===== config.mk =====
export PLATFORM = sky130hd
export DESIGN_NAME = crc_check
export DESIGN_NICKNAME = d
export VERILOG_FILES = /design/src/rtl/crc_check.sv
export SDC_FILE = /design/constraint.sdc
export NUM_CORES = 1
export LEC_CHECK = 0
export BUFFER_PORTS_ARGS = -buffer_cell sky130_fd_sc_hd__buf_2
export CORE_UTILIZATION = 61
export DETAILED_ROUTE_END_ITERATION = 12
export GPL_TIMING_DRIVEN = 1
export PLACE_DENSITY = 0.79
export SLEW_MARGIN = 10
export SYNTH_ARGS = -nofsm -noshare
export SYNTH_HDL_FRONTEND = slang
export SYNTH_SLANG_ARGS = --single-unit

===== constraint.sdc =====
create_clock -name clk -period 3.6 [get_ports clk]
set_input_delay 0.18 -clock clk [delete_from_list [all_inputs] [get_ports clk]]
set_output_delay 0.18 -clock clk [all_outputs]
set_load 0.02 [all_outputs]

===== src/rtl/crc_check.sv =====
// Receive-side USB CRC checker.
// The 8 PID bits are forwarded as they arrive. The packet body runs through
// CRC5 (token) or CRC16 (data) and a delay line that holds back the trailing
// CRC field, so only payload bits reach the decoder. A one-cycle status strobe
// reports CRC and length results at end of packet.
//
// Stream handshake: a bit on s_in is consumed on every clock edge where
// s_valid is high. There is no backpressure. A forwarded bit is presented on
// s_out with s_out_valid high for exactly one cycle, one cycle after the input
// bit that releases it. The downstream block must accept every such bit.
module crc_check #(
    parameter int MAX_DATA_BYTES = 64,
    parameter int CNT_W          = 10
) (
    input  logic       clk,
    input  logic       rst_n,
    input  logic       start,
    input  logic [1:0] pkt_in,
    input  logic       s_in,
    input  logic       s_valid,
    input  logic       eop,
    output logic       s_out,
    output logic       s_out_valid,
    output logic [1:0] pkt_out,
    output logic       done,
    output logic       crc_ok,
    output logic       crc_err,
    output logic       len_err,
    output logic       abort
);

    typedef enum logic [2:0] {
        IDLE    = 3'd0,
        PID     = 3'd1,
        BODY    = 3'd2,
        HS_TAIL = 3'd3,
        DONE    = 3'd4
    } state_t;

    localparam logic [1:0] PKT_NONE  = 2'b00;
    localparam logic [1:0] PKT_TOKEN = 2'b01;
    localparam logic [1:0] PKT_HS    = 2'b10;
    localparam logic [1:0] PKT_DATA  = 2'b11;

    localparam logic [4:0]  CRC5_INIT  = 5'h1F;
    localparam logic [4:0]  CRC5_POLY  = 5'h05;
    localparam logic [4:0]  CRC5_GOOD  = 5'b01100;
    localparam logic [15:0] CRC16_INIT = 16'hFFFF;
    localparam logic [15:0] CRC16_POLY = 16'h8005;
    localparam logic [15:0] CRC16_GOOD = 16'h800D;

    // Body lengths include the CRC field itself.
    localparam logic [CNT_W-1:0] N_SAT      = '1;
    localparam logic [CNT_W-1:0] N_TOKEN    = CNT_W'(16);
    localparam logic [CNT_W-1:0] N_DATA_MIN = CNT_W'(16);
    localparam logic [CNT_W-1:0] N_DATA_MAX = CNT_W'(8 * MAX_DATA_BYTES + 16);
    localparam logic [CNT_W-1:0] DEPTH_TOK  = CNT_W'(5);
    localparam logic [CNT_W-1:0] DEPTH_DATA = CNT_W'(16);

    // Current-state registers
    state_t           state;
    logic [2:0]       pid_cnt;
    logic [CNT_W-1:0] n;
    logic [4:0]       crc5;
    logic [15:0]      crc16;
    logic [15:0]      dl;
    logic             hs_err;

    // Next-state values
    state_t           state_nxt;
    logic [2:0]       pid_cnt_nxt;
    logic [CNT_W-1:0] n_nxt;
    logic [4:0]       crc5_nxt;
    logic [15:0]      crc16_nxt;
    logic [15:0]      dl_nxt;
    logic             hs_err_nxt;
    logic [1:0]       pkt_nxt;
    logic             s_out_nxt;
    logic             s_out_valid_nxt;
    logic             abort_nxt;
    logic             finish;

    // Status evaluation
    logic             pid_short;
    logic             len_fail;
    logic             res_bad;

    // Per-bit datapath helpers
    logic             fb5;
    logic             fb16;
    logic [4:0]       crc5_upd;
    logic [15:0]      crc16_upd;
    logic [CNT_W-1:0] n_inc;
    logic             is_data;
    logic             line_full;
    logic             line_oldest;

    assign fb5       = crc5[4] ^ s_in;
    assign crc5_upd  = {crc5[3:0], 1'b0} ^ (fb5 ? CRC5_POLY : 5'h00);
    assign fb16      = crc16[15] ^ s_in;
    assign crc16_upd = {crc16[14:0], 1'b0} ^ (fb16 ? CRC16_POLY : 16'h0000);
    assign n_inc     = (n == N_SAT) ? n : n + CNT_W'(1);

    // The line fills from bit 0 upward, so once it holds D bits the oldest
    // one sits at index D-1. n counts body bits, so n >= D means full.
    assign is_data     = (pkt_out == PKT_DATA);
    assign line_full   = is_data ? (n >= DEPTH_DATA) : (n >= DEPTH_TOK);
    assign line_oldest = is_data ? dl[15] : dl[4];

    // State register
    always_ff @(posedge clk or negedge rst_n) begin
        if (!rst_n) begin
            state <= IDLE;
        end else begin
            state <= state_nxt;
        end
    end

    // Next-state, datapath and forwarding decisions
    always_comb begin
        state_nxt       = state;
        pid_cnt_nxt     = pid_cnt;
        n_nxt           = n;
        crc5_nxt        = crc5;
        crc16_nxt       = crc16;
        dl_nxt          = dl;
        hs_err_nxt      = hs_err;
        pkt_nxt         = pkt_out;
        s_out_nxt       = 1'b0;
        s_out_valid_nxt = 1'b0;
        abort_nxt       = 1'b0;
        finish          = 1'b0;

        case (state)
            IDLE: begin
                if (start && pkt_in != PKT_NONE) begin
                    state_nxt   = PID;
                    pkt_nxt     = pkt_in;
                    pid_cnt_nxt = 3'd0;
                    n_nxt       = '0;
                    crc5_nxt    = CRC5_INIT;
                    crc16_nxt   = CRC16_INIT;
                    dl_nxt      = '0;
                    hs_err_nxt  = 1'b0;
                end
            end
            PID: begin
                if (s_valid) begin
                    s_out_nxt       = s_in;
                    s_out_valid_nxt = 1'b1;
                    pid_cnt_nxt     = pid_cnt + 3'd1;
                    if (pid_cnt == 3'd7) begin
                        state_nxt = (pkt_out == PKT_HS) ? HS_TAIL : BODY;
                        n_nxt     = '0;
                        crc5_nxt  = CRC5_INIT;
                        crc16_nxt = CRC16_INIT;
                        dl_nxt    = '0;
                    end
                end
                if (eop) begin
                    state_nxt = DONE;
                    finish    = 1'b1;
                end
            end
            BODY: begin
                if (s_valid) begin
                    crc5_nxt  = crc5_upd;
                    crc16_nxt = crc16_upd;
                    dl_nxt    = {dl[14:0], s_in};
                    n_nxt     = n_inc;
                    if (line_full) begin
                        s_out_nxt       = line_oldest;
                        s_out_valid_nxt = 1'b1;
                    end
                end
                if (eop) begin
                    state_nxt = DONE;
                    finish    = 1'b1;
                end
            end
            HS_TAIL: begin
                if (s_valid) begin
                    hs_err_nxt = 1'b1;
                end
                if (eop) begin
                    state_nxt = DONE;
                    finish    = 1'b1;
                end
            end
            DONE: begin
                state_nxt = IDLE;
            end
            default: begin
                state_nxt = IDLE;
            end
        endcase

        // A new start outside IDLE drops the packet in flight. In DONE the
        // previous packet has already been reported, so nothing is dropped
        // and no abort is raised. Any bit in the start cycle is not part of
        // either packet.
        if (start && state != IDLE) begin
            abort_nxt       = (state != DONE);
            finish          = 1'b0;
            s_out_nxt       = 1'b0;
            s_out_valid_nxt = 1'b0;
            pid_cnt_nxt     = 3'd0;
            n_nxt           = '0;
            crc5_nxt        = CRC5_INIT;
            crc16_nxt       = CRC16_INIT;
            dl_nxt          = '0;
            hs_err_nxt      = 1'b0;
            if (pkt_in != PKT_NONE) begin
                state_nxt = PID;
                pkt_nxt   = pkt_in;
            end else begin
                state_nxt = IDLE;
            end
        end
    end

    // End-of-packet evaluation on the values that include this cycle's bit
    always_comb begin
        pid_short = (state == PID) && !(s_valid && pid_cnt == 3'd7);
        len_fail  = 1'b0;
        res_bad   = 1'b0;
        case (pkt_out)
            PKT_HS: begin
                len_fail = hs_err_nxt;
            end
            PKT_TOKEN: begin
                len_fail = (n_nxt != N_TOKEN);
                res_bad  = (crc5_nxt != CRC5_GOOD);
            end
            PKT_DATA: begin
                len_fail = (n_nxt < N_DATA_MIN) || (n_nxt[2:0] != 3'd0) ||
                           (n_nxt > N_DATA_MAX);
                res_bad  = (crc16_nxt != CRC16_GOOD);
            end
            default: begin
                len_fail = 1'b1;
            end
        endcase
        if (pid_short) begin
            len_fail = 1'b1;
        end
    end

    // Datapath and registered outputs
    always_ff @(posedge clk or negedge rst_n) begin
        if (!rst_n) begin
            pid_cnt     <= 3'd0;
            n           <= '0;
            crc5        <= CRC5_INIT;
            crc16       <= CRC16_INIT;
            dl          <= '0;
            hs_err      <= 1'b0;
            pkt_out     <= 2'b00;
            s_out       <= 1'b0;
            s_out_valid <= 1'b0;
            done        <= 1'b0;
            crc_ok      <= 1'b0;
            crc_err     <= 1'b0;
            len_err     <= 1'b0;
            abort       <= 1'b0;
        end else begin
            pid_cnt     <= pid_cnt_nxt;
            n           <= n_nxt;
            crc5        <= crc5_nxt;
            crc16       <= crc16_nxt;
            dl          <= dl_nxt;
            hs_err      <= hs_err_nxt;
            pkt_out     <= pkt_nxt;
            s_out       <= s_out_nxt;
            s_out_valid <= s_out_valid_nxt;
            done        <= finish;
            crc_ok      <= finish && !len_fail && !res_bad;
            crc_err     <= finish && !len_fail && res_bad;
            len_err     <= finish && len_fail;
            abort       <= abort_nxt;
        end
    end

endmodule

==> metrics, run 1 <==
outcome complete, no violations; Worst Hold Path EP state[1]; vias per inst 6.38; CTS Hold Bufs 1; hold depth 2; wire per inst 17.0 um; cell types occupying the most area after synthesis dfrtp_1 (30%), dfstp_2 (16%), nand2_1 (8.2%); post-cts sizing count 0; power density over the cells 519 mW/mm^2; total wirelength of the detailed-routed design 8110 um; area enclosed by the die boundary 0.00600 mm^2; number of primary I/O pins 17; post-CTS repair timing setup buffer count 0; number of core rows 27; combined flip-flop and latch cell area 0.00160 mm^2; Synth top cells by count nand2_1 (76), dfrtp_1 (42), o21ai_0 (33); type of the worst setup path reg2reg; GRT Overall Usage 29.1%; H-tree lvl count 3; top-area cell type share of the netlist area 30.2%; maximum resistive drop on vdd 299 uV; FF-to-FF Start state[0]; Static Leak 1.58 nW; routed via count 3,039; CTS Buf Count 9; Synth Cell Area 0.00347 mm^2; multi-input logic area 0.00173 mm^2; clock tree from TritonCTS built; ratio of cells with drive above 1 in the final layout 19.1%; Clock Path Buffers 2; vias in the first global route 2,815; Clk network pwr share 31.1%; final-layout setup total negative slack 0 ns; root cell of the clock tree clkbuf_8; register-to-register path setup slack 0.64 ns; part of the Yosys area used for sequential elements 46.1%; global-route congestion overflow total 0; DRT antenna net count 0; length of the first detailed-routing pass in iterations 5; average size of a mapped cell 9.02 um^2; number of max-capacitance violations reported 0; Final Cell Area 0.00381 mm^2; post-DP HPWL 5480 um; Chip Width 77.5 um; most instantiated library cell after synthesis nand2_1; worst-skew pair later-pin latency 0.35 ns; largest net degree at the start of global routing 33; Fin Hold WS 0.0766 ns; kind of start point of the critical path flip-flop; Sw Share 35.6%; die span in y 77.5 um; setup skew after layout 0.00927 ns; Area growth, synth to finish 9.61%; count of unresolved DRC violations after routing 0; startpoint of the most critical hold path eop; count of endpoints failing hold in the final timing report 0; Primary FF master, synth dfrtp_1; final net count 413; Hold Path Class in2reg; worst r2r dst crc_ok; area of the core region 0.00551 mm^2; number of antenna diodes 0; Register-to-Register Path Depth 9; Worst setup EP type flip-flop; placed instance area 0.00361 mm^2; Req. time, crit path 3.85 ns; unrepaired setup endpoints after global routing no; Synth Net Count 399; Slew Limit Fails 0; number of synthesized flops with an enable pin 0; global placer's final weighted congestion 0.943; FF+latch count, synth 63; Setup WS post-layout 0.637 ns; effective utilization at floorplan 63.1%; number of warnings reported in the yosys synthesis log 0; Port Buffers 16; power spent charging and discharging nets 0.000703 W; slew of the pin with the lowest slew margin 0.813 ns; largest fanout on the critical path 22; post-place setup slack 0.693 ns; final critical path time including I/O delays and setup 2.96 ns; first-pass GRT wire length 13,500 um; number of filler cells placed in the layout 462; Detailed Route Iter0 Violations 321; Synth Instances 385; number of distinct library cells after synthesis 64; dominant cell type by area after synthesis dfrtp_1; max_slew headroom 45.8%; cell internal power dissipation 0.00127 W; async set-or-reset flop fraction in the synthesized netlist 100%; sequential share of power 42.9%; count of clock tree sinks 63; total power 0.00198 W; antenna violations before repair 0; arrival time of the worst setup path 3.22 ns; final critical-path share of the clock period 82.3%; combinational fraction of design power 26.0%; clock-pin slew on the worst setup and hold paths 0.07 ns; Achievable Freq 337 MHz; setup violation total in the final timing report 0
[layer usage]
| metal | wire length [um] | GRT usage [%] | up-vias |
|---|---|---|---|
| met1 | 3630 | 40.4 | 1463 |
| met4 | 170 | 10.9 | 0 |
| met2 | 3780 | 44.3 | 134 |
| met5 | 0 | 0 | - |
| li1 | - | - | 1421 |
| met3 | 531 | 6.47 | 21 |
[cell usage in the layout (no fill, tap or decap), drive strengths merged, types with 6 or more instances in the layout]
cell | synthesis | layout
nor2 | 21 | 21
clkbuf | 14 | 12
a21oi | 15 | 15
inv | 12 | 12
buf | 7 | 23
dfrtp | 42 | 42
a211oi | 7 | 7
o21ai | 34 | 34
nand4 | 6 | 6
o22ai | 14 | 14
nand3 | 11 | 11
dfstp | 21 | 21
ha | 6 | 6
nand2 | 76 | 76
nor3 | 17 | 17
[cell families after synthesis]
family                   count (synthesis)  share of synthesized area, %
flip-flops                              63                          46.1
XOR/XNOR                                 6                          1.51
buffers and inverters                   34                          4.28
adder cells (fa/ha/maj)                  6                          2.16
AND/OR/NAND/NOR                        163                          23.6
multiplexers                             1                         0.288
AO/OA/AOI/OAI                          112                          22.1
[cell type report]
type                            count  share of cell area, %
Clock inverter                      4                   1.25
Sequential cell                    63                   42.1
Multi-Input combinational cell    288                   45.4
Tap cell                           72                   2.37
Inverter                           13                   1.31
Timing Repair Buffer               24                   3.75
Clock buffer                       12                   3.81
[critical path, stage by stage (launching register included)]
cell and delay (ns):
dfrtp_1 0.67, o31a_4 0.55, a221oi_4 0.43, o21ai_2 0.09, or2_4 0.27, clkinv_2 0.06
nor2_1 0.03, and3_4 0.17, o311a_1 0.33, nor4_2 0.24
[flip-flops by register name, indices dropped and copies added, names as in the netlist]
register     cells
abort            1
n               10
pid_cnt          3
len_err          1
crc_err          1
crc_ok           1
done             1
state            3
pkt_out          2
dl              16
crc16           16
s_out            1
hs_err           1
s_out_valid      1
crc5             5
[through the flow]
stage / cells / util [%]
final: 476 / 69.2
after global routing: 476 / 69.2
after CTS: 476 / 69.2
after detailed placement: 459 / 65.5
after global placement: 459 / 65.5
after floorplan: 385 / -
[power groups by stage]
| stage | clock [W] | sequential [W] | combinational (W) |
|---|---|---|---|
| 4_1_cts | 0.000618 | 0.000846 | 0.000509 |
| 3_5_place_dp | 0 | 0.000858 | 0.000506 |
| 2_1_floorplan | 0 | 0.000823 | 0.000408 |
| 5_1_grt | 0.000647 | 0.000855 | 0.000574 |
| 3_3_place_gp | 0 | 0.000853 | 0.000494 |
| 6_report | 0.000615 | 0.000848 | 0.000514 |
[how the worst max path moves through the flow]
stage	from	to	slack [ns]	cells past startpoint
global route	state[0]	crc_ok	0.46	9
finish	state[0]	crc_ok	0.64	9
floorplan	pid_cnt[0]	crc_ok	0.97	11
global placement	state[0]	crc_ok	0.78	9
CTS	state[0]	crc_ok	0.67	9
detailed placement	state[0]	crc_ok	0.69	9
Note: power is estimated with default switching activity, not from simulation.
==> run 2: changes to the inputs <==
--- a/config.mk
+++ b/config.mk
@@ -5,6 +5,7 @@
 export SDC_FILE = /design/constraint.sdc
 export NUM_CORES = 1
 export LEC_CHECK = 0
+export ABC_AREA = 1
 export BUFFER_PORTS_ARGS = -buffer_cell sky130_fd_sc_hd__buf_2
 export CORE_UTILIZATION = 61
 export DETAILED_ROUTE_END_ITERATION = 12
==> constraint.sdc (replaced) <==
create_clock -name clk -period 2.9 [get_ports clk]
set_input_delay 0.145 -clock clk [delete_from_list [all_inputs] [get_ports clk]]
set_output_delay 0.145 -clock clk [all_outputs]
set_load 0.02 [all_outputs]
==> metrics, run 2 <==
Static Leak 1.88 nW; crit path cell chain ha_1, nand2_1, nor2_1, nand3_1, nand2_1, nand2_1, nand3_1, nand2_1, nand2_1, nor2_1, nand2_1, clkinv_1, nand3_1, a21oi_2, nand3_1, nor2_1; area enclosed by the die boundary 0.00607 mm^2; final-layout setup total negative slack 0 ns; number of antenna diodes 0; highest-count cells in the layout ignoring fill and taps nand2_1 (91), inv_1 (64), nand3_1 (51); global-route congestion overflow total 0; async set-or-reset flop fraction in the synthesized netlist 100%; count of clock tree sinks 63; vias per inst 5.76; largest net degree at the start of global routing 36; Synth Instances 447; top-area cell type share of the netlist area 29.9%; Hold Path Class in2reg; part of the Yosys area used for sequential elements 45.6%; number of distinct library cells after synthesis 39; Port Buffers 16; startpoint of the most critical hold path pkt_in[0]; ratio of cells with drive above 1 in the final layout 18.9%; Synth top cells by count nand2_1 (91), inv_1 (64), nand3_1 (51); worst path buffer plus inverter count 1; global placer's final weighted congestion 0.862; outcome complete, no violations; post-DP HPWL 5570 um; slew of the pin with the lowest slew margin 0.783 ns; count of unresolved DRC violations after routing 0; post-CTS repair timing setup buffer count 0; total wirelength of the detailed-routed design 8080 um; Synth Net Count 461; average size of a mapped cell 7.87 um^2; post-place setup slack 0.415 ns; number of core rows 27; DRT antenna net count 0; final critical path time including I/O delays and setup 2.59 ns; cell types occupying the most area after synthesis dfrtp_1 (30%), dfstp_2 (16%), nand2_1 (9.7%); Req. time, crit path 3.18 ns; wire per inst 14.9 um; die span in y 77.9 um; maximum resistive drop on vdd 562 uV; hold depth 3; post-cts sizing count 0; arrival time of the worst setup path 2.87 ns; dominant cell type by area after synthesis dfrtp_1; FF+latch count, synth 63; number of primary I/O pins 17; H-tree lvl count 3; length of the first detailed-routing pass in iterations 5; Worst Hold Path EP pkt_out[0]; Worst path most repeated cell nand2_1; max_slew headroom 47.8%; worst r2r dst crc_ok; CTS Hold Bufs 1; Worst setup EP type flip-flop; leading cell type in the layout, fill and taps excluded nand2_1; final net count 479; largest fanout on the critical path 11; area of the core region 0.00554 mm^2; first-pass GRT wire length 13,700 um; Clock Path Buffers 2; register-to-register path setup slack 0.31 ns; root cell of the clock tree clkbuf_8; number of synthesized flops with an enable pin 0; worst-skew pair later-pin latency 0.35 ns; GRT Overall Usage 29.2%; power density over the cells 785 mW/mm^2; final critical-path share of the clock period 89.3%; clock tree from TritonCTS built; FF-to-FF Start n[0]; Setup WS post-layout 0.311 ns; number of warnings reported in the yosys synthesis log 0; setup skew after layout 0.00429 ns; Area growth, synth to finish 10.3%; vias in the first global route 2,945; antenna violations before repair 0; clock-pin slew on the worst setup and hold paths 0.07 ns; number of max-capacitance violations reported 0; kind of start point of the critical path flip-flop; routed via count 3,124; type of the worst setup path reg2reg; setup violation total in the final timing report 0; critical-path cell with the highest stage delay dfrtp_1; CP peak stage delay 0.44 ns; Primary FF master, synth dfrtp_1; count of endpoints failing hold in the final timing report 0; unrepaired setup endpoints after global routing no; CTS Buf Count 9; effective utilization at floorplan 63.5%; Synth Cell Area 0.00352 mm^2; Achievable Freq 386 MHz; number of filler cells placed in the layout 427; Chip Width 77.9 um; biggest regs crc16: 16 flops, dl: 16 flops, n: 10 flops; Register-to-Register Path Depth 16; cell family contributing the most delay on the critical path simple AND/OR/NAND/NOR gates; Slew Limit Fails 0; Detailed Route Iter0 Violations 247; most instantiated library cell after synthesis nand2_1
-- run 2: per-stage QoR --
| step | area [um^2] | util (%) | hold slack (ns) | power [W] | std cells |
|---|---|---|---|---|---|
| 2_1_floorplan | 3520 | - | -0.151 | 0.00191 | 447 |
| 3_3_place_gp | 3630 | 65.5 | 0.252 | 0.00211 | 525 |
| 3_5_place_dp | 3630 | 65.5 | 0.262 | 0.00214 | 525 |
| 4_1_cts | 3870 | 69.9 | 0.0392 | 0.00302 | 542 |
| 5_1_grt | 3880 | 70.0 | 0.0680 | 0.00322 | 542 |
| 6_report | 3880 | 70.0 | 0.0494 | 0.00305 | 542 |
-- run 2: worst min-delay path: stages --
cell     delay (ns)
buf_2          0.10
nand2_1        0.05
o21ai_0        0.06
-- run 2: power by group --
part           internal (W)  switching [W]
Sequential         0.000996      0.0000878
Combinational      0.000302       0.000789
Clock              0.000505       0.000365
-- run 2: cell families (layout without fill, tap and decap cells) --
kind of cell               after synthesis  in the layout  share of synthesized area, %
DFF                                     63             63                          45.6
and+or+nand+nor                        213            213                          28.6
xor gates and xnor gates                 1              1                         0.249
AOI/OAI and AO/OA                       79             79                          13.1
adders and majority gates                6              6                          2.13
buffers and inverters                   85            108                          10.4
-- run 2: per-layer routing --
metal | GRT usage [%] | wire length [um] | part of all wire, %
met1 | 39.5 | 3600 | 45
met2 | 45.4 | 3680 | 46
met3 | 4.82 | 554 | 6.9
met4 | 14.3 | 243 | 3.0
met5 | 0 | 0 | 0
-- run 2: final cells by class --
cell class                      instances  area, um^2  area share (%)
Multi-Input combinational cell        299        1560            40.3
Tap cell                               72        90.1            2.32
Clock inverter                          5        58.8            1.52
Inverter                               71         269            6.94
Clock buffer                           11         174            4.48
Timing Repair Buffer                   21         120            3.10
Sequential cell                        63        1600            41.3
-- run 2: worst max-delay path by stage --
stage / from / end / slack [ns] / depth (start not counted)
4_1_cts: n[0] / crc_ok / 0.37 / 16
5_1_grt: n[0] / crc_ok / 0.09 / 16
3_3_place_gp: n[0] / crc_err / 0.45 / 16
3_5_place_dp: n[0] / crc_ok / 0.41 / 16
2_1_floorplan: pid_cnt[0] / crc_err / 0.91 / 18
6_report: n[0] / crc_ok / 0.31 / 16
